===== src/rtl/cnn_acc_pkg.sv =====
// cnn_acc_pkg: shared widths, accumulator state type and helpers for the conv accumulate path
// Ports: none (package) -- provides DEF_IN_WIDTH, DEF_ACC_WIDTH, acc_state_t, clog2, count_at, saturate
package cnn_acc_pkg;
   localparam int DEF_IN_WIDTH  = 14;
   localparam int DEF_ACC_WIDTH = 32;
   typedef enum logic {IDLE, RUN} acc_state_t;
   function automatic int clog2(input int n);
      int r;
      r = 0;
      while ((1 << r) < n) r++;
      return r;
   endfunction
   // operands remaining after l pairwise levels (odd leftovers pass through)
   function automatic int count_at(input int n, input int l);
      return (n + (1 << l) - 1) >> l;
   endfunction
   function automatic logic signed [63:0] saturate(input logic signed [63:0] v, input int w);
      logic signed [63:0] hi, lo;
      hi = (64'sd1 <<< (w - 1)) - 64'sd1;
      lo = -hi - 64'sd1;
      return (v > hi) ? hi : (v < lo) ? lo : v;
   endfunction
endpackage


===== src/rtl/adder_tree_level.sv =====
// adder_tree_level: one registered pairwise-add level of the signed adder tree
// Ports: clk, rst (async, active-high); valid/first/last/bias sideband in, data (N_IN x W_IN packed signed);
//        valid_q/first_q/last_q/bias_q registered sideband, sum_q (ceil(N_IN/2) x (W_IN+1) packed signed)
module adder_tree_level
   import cnn_acc_pkg::*;
#(
   parameter int N_IN  = 2,
   parameter int W_IN  = DEF_IN_WIDTH,
   parameter int B_W   = DEF_ACC_WIDTH,
   localparam int N_OUT = (N_IN + 1) / 2,
   localparam int W_OUT = W_IN + 1
) (
   input  logic                   clk,
   input  logic                   rst,
   input  logic                   valid,
   input  logic                   first,
   input  logic                   last,
   input  logic [B_W-1:0]         bias,
   input  logic [N_IN*W_IN-1:0]   data,
   output logic                   valid_q,
   output logic                   first_q,
   output logic                   last_q,
   output logic [B_W-1:0]         bias_q,
   output logic [N_OUT*W_OUT-1:0] sum_q
);
   logic [N_OUT*W_OUT-1:0] sum;
   for (genvar k = 0; k < N_IN / 2; k++) begin : g_pair
      assign sum[k*W_OUT +: W_OUT] = W_OUT'($signed(data[2*k*W_IN +: W_IN]))
                                   + W_OUT'($signed(data[(2*k+1)*W_IN +: W_IN]));
   end
   // odd leftover is sign-extended so every slot of the next level has the same width
   if (N_IN % 2 != 0) begin : g_odd
      assign sum[(N_OUT-1)*W_OUT +: W_OUT] = W_OUT'($signed(data[(N_IN-1)*W_IN +: W_IN]));
   end
   always_ff @(posedge clk or posedge rst)
      if (rst) begin
         valid_q <= 1'b0;
         first_q <= 1'b0;
         last_q  <= 1'b0;
         bias_q  <= '0;
         sum_q   <= '0;
      end else begin
         valid_q <= valid;
         first_q <= first;
         last_q  <= last;
         bias_q  <= bias;
         sum_q   <= sum;
      end
endmodule


===== src/rtl/adder_tree_acc.sv =====
// adder_tree_acc: pipelined signed adder tree with multi-beat accumulator, bias, rounding shift and saturation
// Ports: clk, rst (async, active-high); in_valid/in_first/in_last beat framing; input_numbers (NUM_INPUTS x IN_WIDTH
//        packed signed); bias (ACC_WIDTH signed, taken with group start); sum_output (OUT_WIDTH signed);
//        data_valid one-cycle result pulse; sat_flag result was clamped
module adder_tree_acc
   import cnn_acc_pkg::*;
#(
   parameter int NUM_INPUTS = 27,
   parameter int IN_WIDTH   = DEF_IN_WIDTH,
   parameter int OUT_WIDTH  = 14,
   parameter int ACC_WIDTH  = DEF_ACC_WIDTH,
   parameter int SHIFT      = 0
) (
   input  logic                           clk,
   input  logic                           rst,
   input  logic                           in_valid,
   input  logic                           in_first,
   input  logic                           in_last,
   input  logic [NUM_INPUTS*IN_WIDTH-1:0] input_numbers,
   input  logic [ACC_WIDTH-1:0]           bias,
   output logic [OUT_WIDTH-1:0]           sum_output,
   output logic                           data_valid,
   output logic                           sat_flag
);
   localparam int LEVELS    = clog2(NUM_INPUTS);
   localparam int SUM_WIDTH = IN_WIDTH + LEVELS;
   // half-LSB rounding constant; the inner guard keeps the shift amount legal when SHIFT=0
   localparam logic signed [ACC_WIDTH:0] RND =
      (ACC_WIDTH+1)'((SHIFT > 0) ? (64'sd1 <<< (SHIFT > 0 ? SHIFT - 1 : 0)) : 64'sd0);
   for (genvar l = 0; l < LEVELS; l++) begin : g_lvl
      localparam int N = count_at(NUM_INPUTS, l);
      localparam int W = IN_WIDTH + l;
      logic                                          s_valid, s_first, s_last;
      logic [ACC_WIDTH-1:0]                          s_bias;
      logic [count_at(NUM_INPUTS, l + 1)*(W+1)-1:0]  s_sum;
      logic                                          v_in, f_in, e_in;
      logic [ACC_WIDTH-1:0]                          b_in;
      logic [N*W-1:0]                                d_in;
      if (l == 0) begin : g_src
         assign {v_in, f_in, e_in, b_in, d_in} = {in_valid, in_first, in_last, bias, input_numbers};
      end else begin : g_src
         assign {v_in, f_in, e_in, b_in, d_in} = {g_lvl[l-1].s_valid, g_lvl[l-1].s_first,
                                                  g_lvl[l-1].s_last, g_lvl[l-1].s_bias, g_lvl[l-1].s_sum};
      end
      adder_tree_level #(.N_IN(N), .W_IN(W), .B_W(ACC_WIDTH)) u_level (
         .clk(clk), .rst(rst), .valid(v_in), .first(f_in), .last(e_in), .bias(b_in), .data(d_in),
         .valid_q(s_valid), .first_q(s_first), .last_q(s_last), .bias_q(s_bias), .sum_q(s_sum)
      );
   end
   logic                        t_valid, t_first, t_last;
   logic [ACC_WIDTH-1:0]        t_bias;
   logic [SUM_WIDTH-1:0]        t_sum;
   logic signed [ACC_WIDTH-1:0] t_ext, acc, acc_nxt;
   acc_state_t                  state, state_nxt;
   logic                        res_valid, res_valid_nxt;
   logic signed [ACC_WIDTH:0]   rnd;
   logic signed [63:0]          wide, clamp;
   assign {t_valid, t_first, t_last, t_bias, t_sum} = {g_lvl[LEVELS-1].s_valid, g_lvl[LEVELS-1].s_first,
                                                       g_lvl[LEVELS-1].s_last, g_lvl[LEVELS-1].s_bias,
                                                       g_lvl[LEVELS-1].s_sum};
   assign t_ext = ACC_WIDTH'($signed(t_sum));
   // a group (re)starts on any beat seen in IDLE, or on a first beat mid-group
   always_comb begin
      state_nxt     = state;
      acc_nxt       = acc;
      res_valid_nxt = 1'b0;
      if (t_valid) begin
         acc_nxt       = (state == IDLE || t_first) ? $signed(t_bias) + t_ext : acc + t_ext;
         state_nxt     = t_last ? IDLE : RUN;
         res_valid_nxt = t_last;
      end
   end
   always_ff @(posedge clk or posedge rst)
      if (rst) begin
         state     <= IDLE;
         acc       <= '0;
         res_valid <= 1'b0;
      end else begin
         state     <= state_nxt;
         acc       <= acc_nxt;
         res_valid <= res_valid_nxt;
      end
   // one guard bit so the rounding add cannot wrap before the shift
   assign rnd   = ($signed({acc[ACC_WIDTH-1], acc}) + RND) >>> SHIFT;
   assign wide  = 64'(rnd);
   assign clamp = saturate(wide, OUT_WIDTH);
   always_ff @(posedge clk or posedge rst)
      if (rst) begin
         sum_output <= '0;
         data_valid <= 1'b0;
         sat_flag   <= 1'b0;
      end else begin
         data_valid <= res_valid;
         if (res_valid) begin
            sum_output <= clamp[OUT_WIDTH-1:0];
            sat_flag   <= clamp != wide;
         end
      end
endmodule

===== config.mk =====
export PLATFORM = sky130hd
export DESIGN_NAME = adder_tree_acc
export DESIGN_NICKNAME = d
export VERILOG_FILES = /design/src/rtl/cnn_acc_pkg.sv /design/src/rtl/adder_tree_level.sv /design/src/rtl/adder_tree_acc.sv
export SDC_FILE = /design/constraint.sdc
export NUM_CORES = 2
export LEC_CHECK = 0
export CORE_MARGIN = 5
export CORE_UTILIZATION = 50
export CTS_CLUSTER_DIAMETER = 60
export DETAILED_ROUTE_END_ITERATION = 6
export PLACE_DENSITY = 0.84
export SLEW_MARGIN = 0
export SYNTH_ARGS = -nofsm -noshare
export SYNTH_HDL_FRONTEND = slang
export SYNTH_SLANG_ARGS = --single-unit

===== constraint.sdc =====
create_clock -name clk -period 25.9 [get_ports clk]
set_clock_uncertainty 0.2 [all_clocks]
set_input_delay 7.77 -clock clk [delete_from_list [all_inputs] [get_ports clk]]
set_output_delay 7.77 -clock clk [all_outputs]
set_load 0.01 [all_outputs]

==> metrics.md <==
| Metric | Value |
|---|---|
| Status | complete, no violations |
| Logic gate share of total power | 45.7% |
| Critical-path cell list | clkdlybuf4s50_1, clkinvlp_4, buf_4, buf_4, buf_4 |
| Worst slew margin | 30.35% |
| Worst Path Max Fanout | 71 |
| Number of stages on the worst hold path | 0 |
| Cell variety after synth | 67 |
| Top cells by area, synth | dfrtp_1 47%, ha_1 15%, xnor2_1 6.6% |
| RR Endpoint | acc[31] |
| CTS tree | yes |
| Worst VDD drop | 0.05708 mV |
| Internal Power | 0.002981 W |
| Arrival @ worst endpoint | 11.12 ns |
| Post-Syn Area per Cell | 10.80 um^2 |
| Ys flop type | dfrtp_1 |
| Mapped cell area | 35340 um^2 |
| #FFs+latches synth | 668 |
| Switching portion of total power | 36.54% |
| Hold Crit Class | flop to flop |
| Total grt overflow | 0 |
| Rows | 97 |
| Area share of the largest cell type after synthesis | 47.30% |
| Worst Tran Pin Value | 1.038 ns |
| Sequential area share after synthesis | 47.30% |
| FF-to-FF path depth | 13 |
| Final Cycle Share | 41.33% |
| Crit path buf inv count | 5 |
| Vias/cell | 5.340 |
| Design area | 43270 um^2 |
| First-pass GRT wire length | 127100 um |
| Initial Util | 50.47% |
| Synth cell count leaders | 668 x dfrtp_1, 419 x ha_1, 268 x xnor2_1 |
| Routed wire length | 78120 um |
| Core area | 70030 um^2 |
| Share of layout cells above drive strength 1 | 4.635% |
| Pin count of the biggest net entering global routing | 197 |
| Yosys top cell by area | dfrtp_1 |
| Remaining DRCs | 0 |
| Synth Instances | 3272 |
| CTS H-Tree Depth | 3 |
| IO buf count | 430 |
| Fmax | 93.42 MHz |
| Power Density | 108.5 nW/um^2 |
| Worst Path Required | 26.32 ns |
| Endpoint type of the worst setup path | asynchronous set/reset pin |
| Min-Delay Startpoint | g_lvl[2].u_level.bias_q[21] |
| Syn Nets | 4133 |
| Fraction of power consumed by sequential logic | 32.4% |
| Num CTS Buffers | 72 |
| Leak | 19.53 nW |
| DR iter-0 viols | 1293 |
| Startpoint Class | primary input |
| CP delay by family, top | buffers and inverters |
| DR pass1 iterations | 5 |
| Critical path class | primary input to asynchronous set/reset pin |
| Most common cell in the synthesized netlist | dfrtp_1 |
| # nets final | 4625 |
| Syn-to-layout area delta | 22.45% |
| Post-CTS Setup Bufs | 0 |
| Initial antenna violation count | 9 |
| # resized after CTS | 0 |
| CTS sink count | 668 |
| Post-synth EDFFs | 0 |
| Max Root-Sink Buffers | 3 |
| Reg2reg start | g_lvl[4].u_level.first_q |
| Setup TNS | 0 ns |
| Die Height | 275.9 um |
| DIE WIDTH | 275.9 um |
| RePlAce Congestion | 0.9334 |
| GRT Util Overall | 20.50% |
| Worst path max stage delay | 0.80 ns |
| Post-synth ARST share | 100.0% |
| WP depth | 5 |
| Max-cap violations | 0 |
| Final hold vios | 0 |
| CTS root buf | clkbuf_16 |
| Area after DPL | 40840 um^2 |
| Slowest-stage cell, CP | buf_4 |
| CTS clk-pin slew, worst paths | 0.06 ns |
| Clock power share | 21.9% |
| DIE AREA | 76100 um^2 |
| Switching pwr | 0.001716 W |
| Vias in the first global route | 25950 |
| Hold-fix buffers, CTS | 0 |
| Hold endpoint | g_lvl[3].u_level.bias_q[21] |
| Ports | 431 |
| DR WL/cell | 16.40 um |
| RSZ-0062 raised after global routing | no |
| Via count | 25430 |
| Slew Limit Fails | 0 |
| Synth Warn # | 0 |
| CP most frequent cell | buf_4 |
| Worst reg-to-reg setup slack | 22.04 ns |
| Routed Antenna Nets | 0 |
| Final worst path period need | 10.70 ns |
| Clk Latency, worst-skew pair | 0.61 ns |
| Final setup violation count | 0 |
| Post-DP HPWL | 60160 um |
worst max-delay path by stage:
| stage | slack [ns] | start | endpoint |
|---|---|---|---|
| finish | 15.20 | rst | g_lvl[1].u_level.sum_q[105] |
| global route | 14.57 | rst | g_lvl[3].u_level.sum_q[16] |
| CTS | 15.04 | rst | g_lvl[2].u_level.sum_q[60] |
| detailed placement | 14.40 | rst | g_lvl[3].u_level.sum_q[23] |
| global placement | 14.49 | rst | g_lvl[0].u_level.sum_q[132] |
| floorplan | 8.80 | rst | acc[0] |
layout make-up:
cell class                      instances  area [um^2]
Fill cell                            5470        26750
Multi-Input combinational cell       2372        17760
Sequential cell                       668        16720
Timing Repair Buffer                  438         4389
Clock buffer                          100         2133
Tap cell                              940         1176
Inverter                              212        799.5
Clock inverter                         29        294.0
Antenna cell                            3        7.507
through the flow:
stage                     util [%]  std cells  hold WS (ns)  power, W  setup slack (ns)
after floorplan                  -       3272        0.1312  0.003122             8.796
after global placement       58.32       4630        0.1323  0.003588             14.49
after detailed placement     58.32       4630        0.1347  0.003659             14.40
after CTS                    61.78       4759        0.1419  0.004728             15.04
after global routing         61.79       4762        0.1366  0.005062             14.57
final                        61.79       4762        0.1381  0.004697             15.20
layout by cell type, fill, tap and decap left out, types with 37 or more instances in the layout:
cell / count
dfrtp_1: 667
clkdlybuf4s50_1: 430
ha_1: 419
xnor2_1: 268
nor2_1: 225
nand2_1: 223
inv_1: 211
a21oi_1: 208
o21ai_0: 154
nor2b_1: 86
nor3_1: 77
clkbuf_16: 77
a21o_1: 73
nand3_1: 53
a31oi_1: 51
xor2_1: 51
o21a_1: 41
or3_1: 37
kinds of logic (layout without fill, tap and decap cells):
family | after synthesis | count (layout) | share of synthesized area [%]
muxes | 23 | 23 | 0.7399
adders and majority gates | 446 | 446 | 16.36
and+or+nand+nor | 813 | 813 | 10.87
buffers and inverters | 232 | 779 | 2.464
other | 0 | 3 | 0
DFF | 668 | 668 | 47.30
xor gates and xnor gates | 319 | 319 | 7.906
AOI/OAI and AO/OA | 771 | 771 | 14.36
power by group through the flow:
stage                     sequential (W)  combinational [W]  clock (W)
after floorplan                  0.00148            0.00164          0
after global placement           0.00153            0.00206          0
after CTS                        0.00152            0.00215    0.00106
after detailed placement         0.00154            0.00212          0
after global routing             0.00155            0.00241    0.00110
final                            0.00152            0.00215    0.00103
state kept, by name (all words and copies together), names as in the netlist:
| name | cells |
|---|---|
| g_lvl.u_level.sum_q | 443 |
| g_lvl.u_level.bias_q | 160 |
| acc | 32 |
| sum_output | 14 |
| g_lvl.u_level.first_q | 5 |
| g_lvl.u_level.last_q | 5 |
| g_lvl.u_level.valid_q | 5 |
| data_valid | 1 |
| res_valid | 1 |
| sat_flag | 1 |
| state | 1 |
metal layers:
| metal | wire [um] | track usage, % | share of wire [%] |
|---|---|---|---|
| met1 | 32320 | 25.60 | 41 |
| met2 | 39710 | 36.40 | 51 |
| met3 | 4073 | 4.164 | 5.2 |
| met4 | 1972 | 5.625 | 2.5 |
| met5 | 39 | 0 | 0.050 |
No activity file was read; power rests on OpenSTA's default activity.
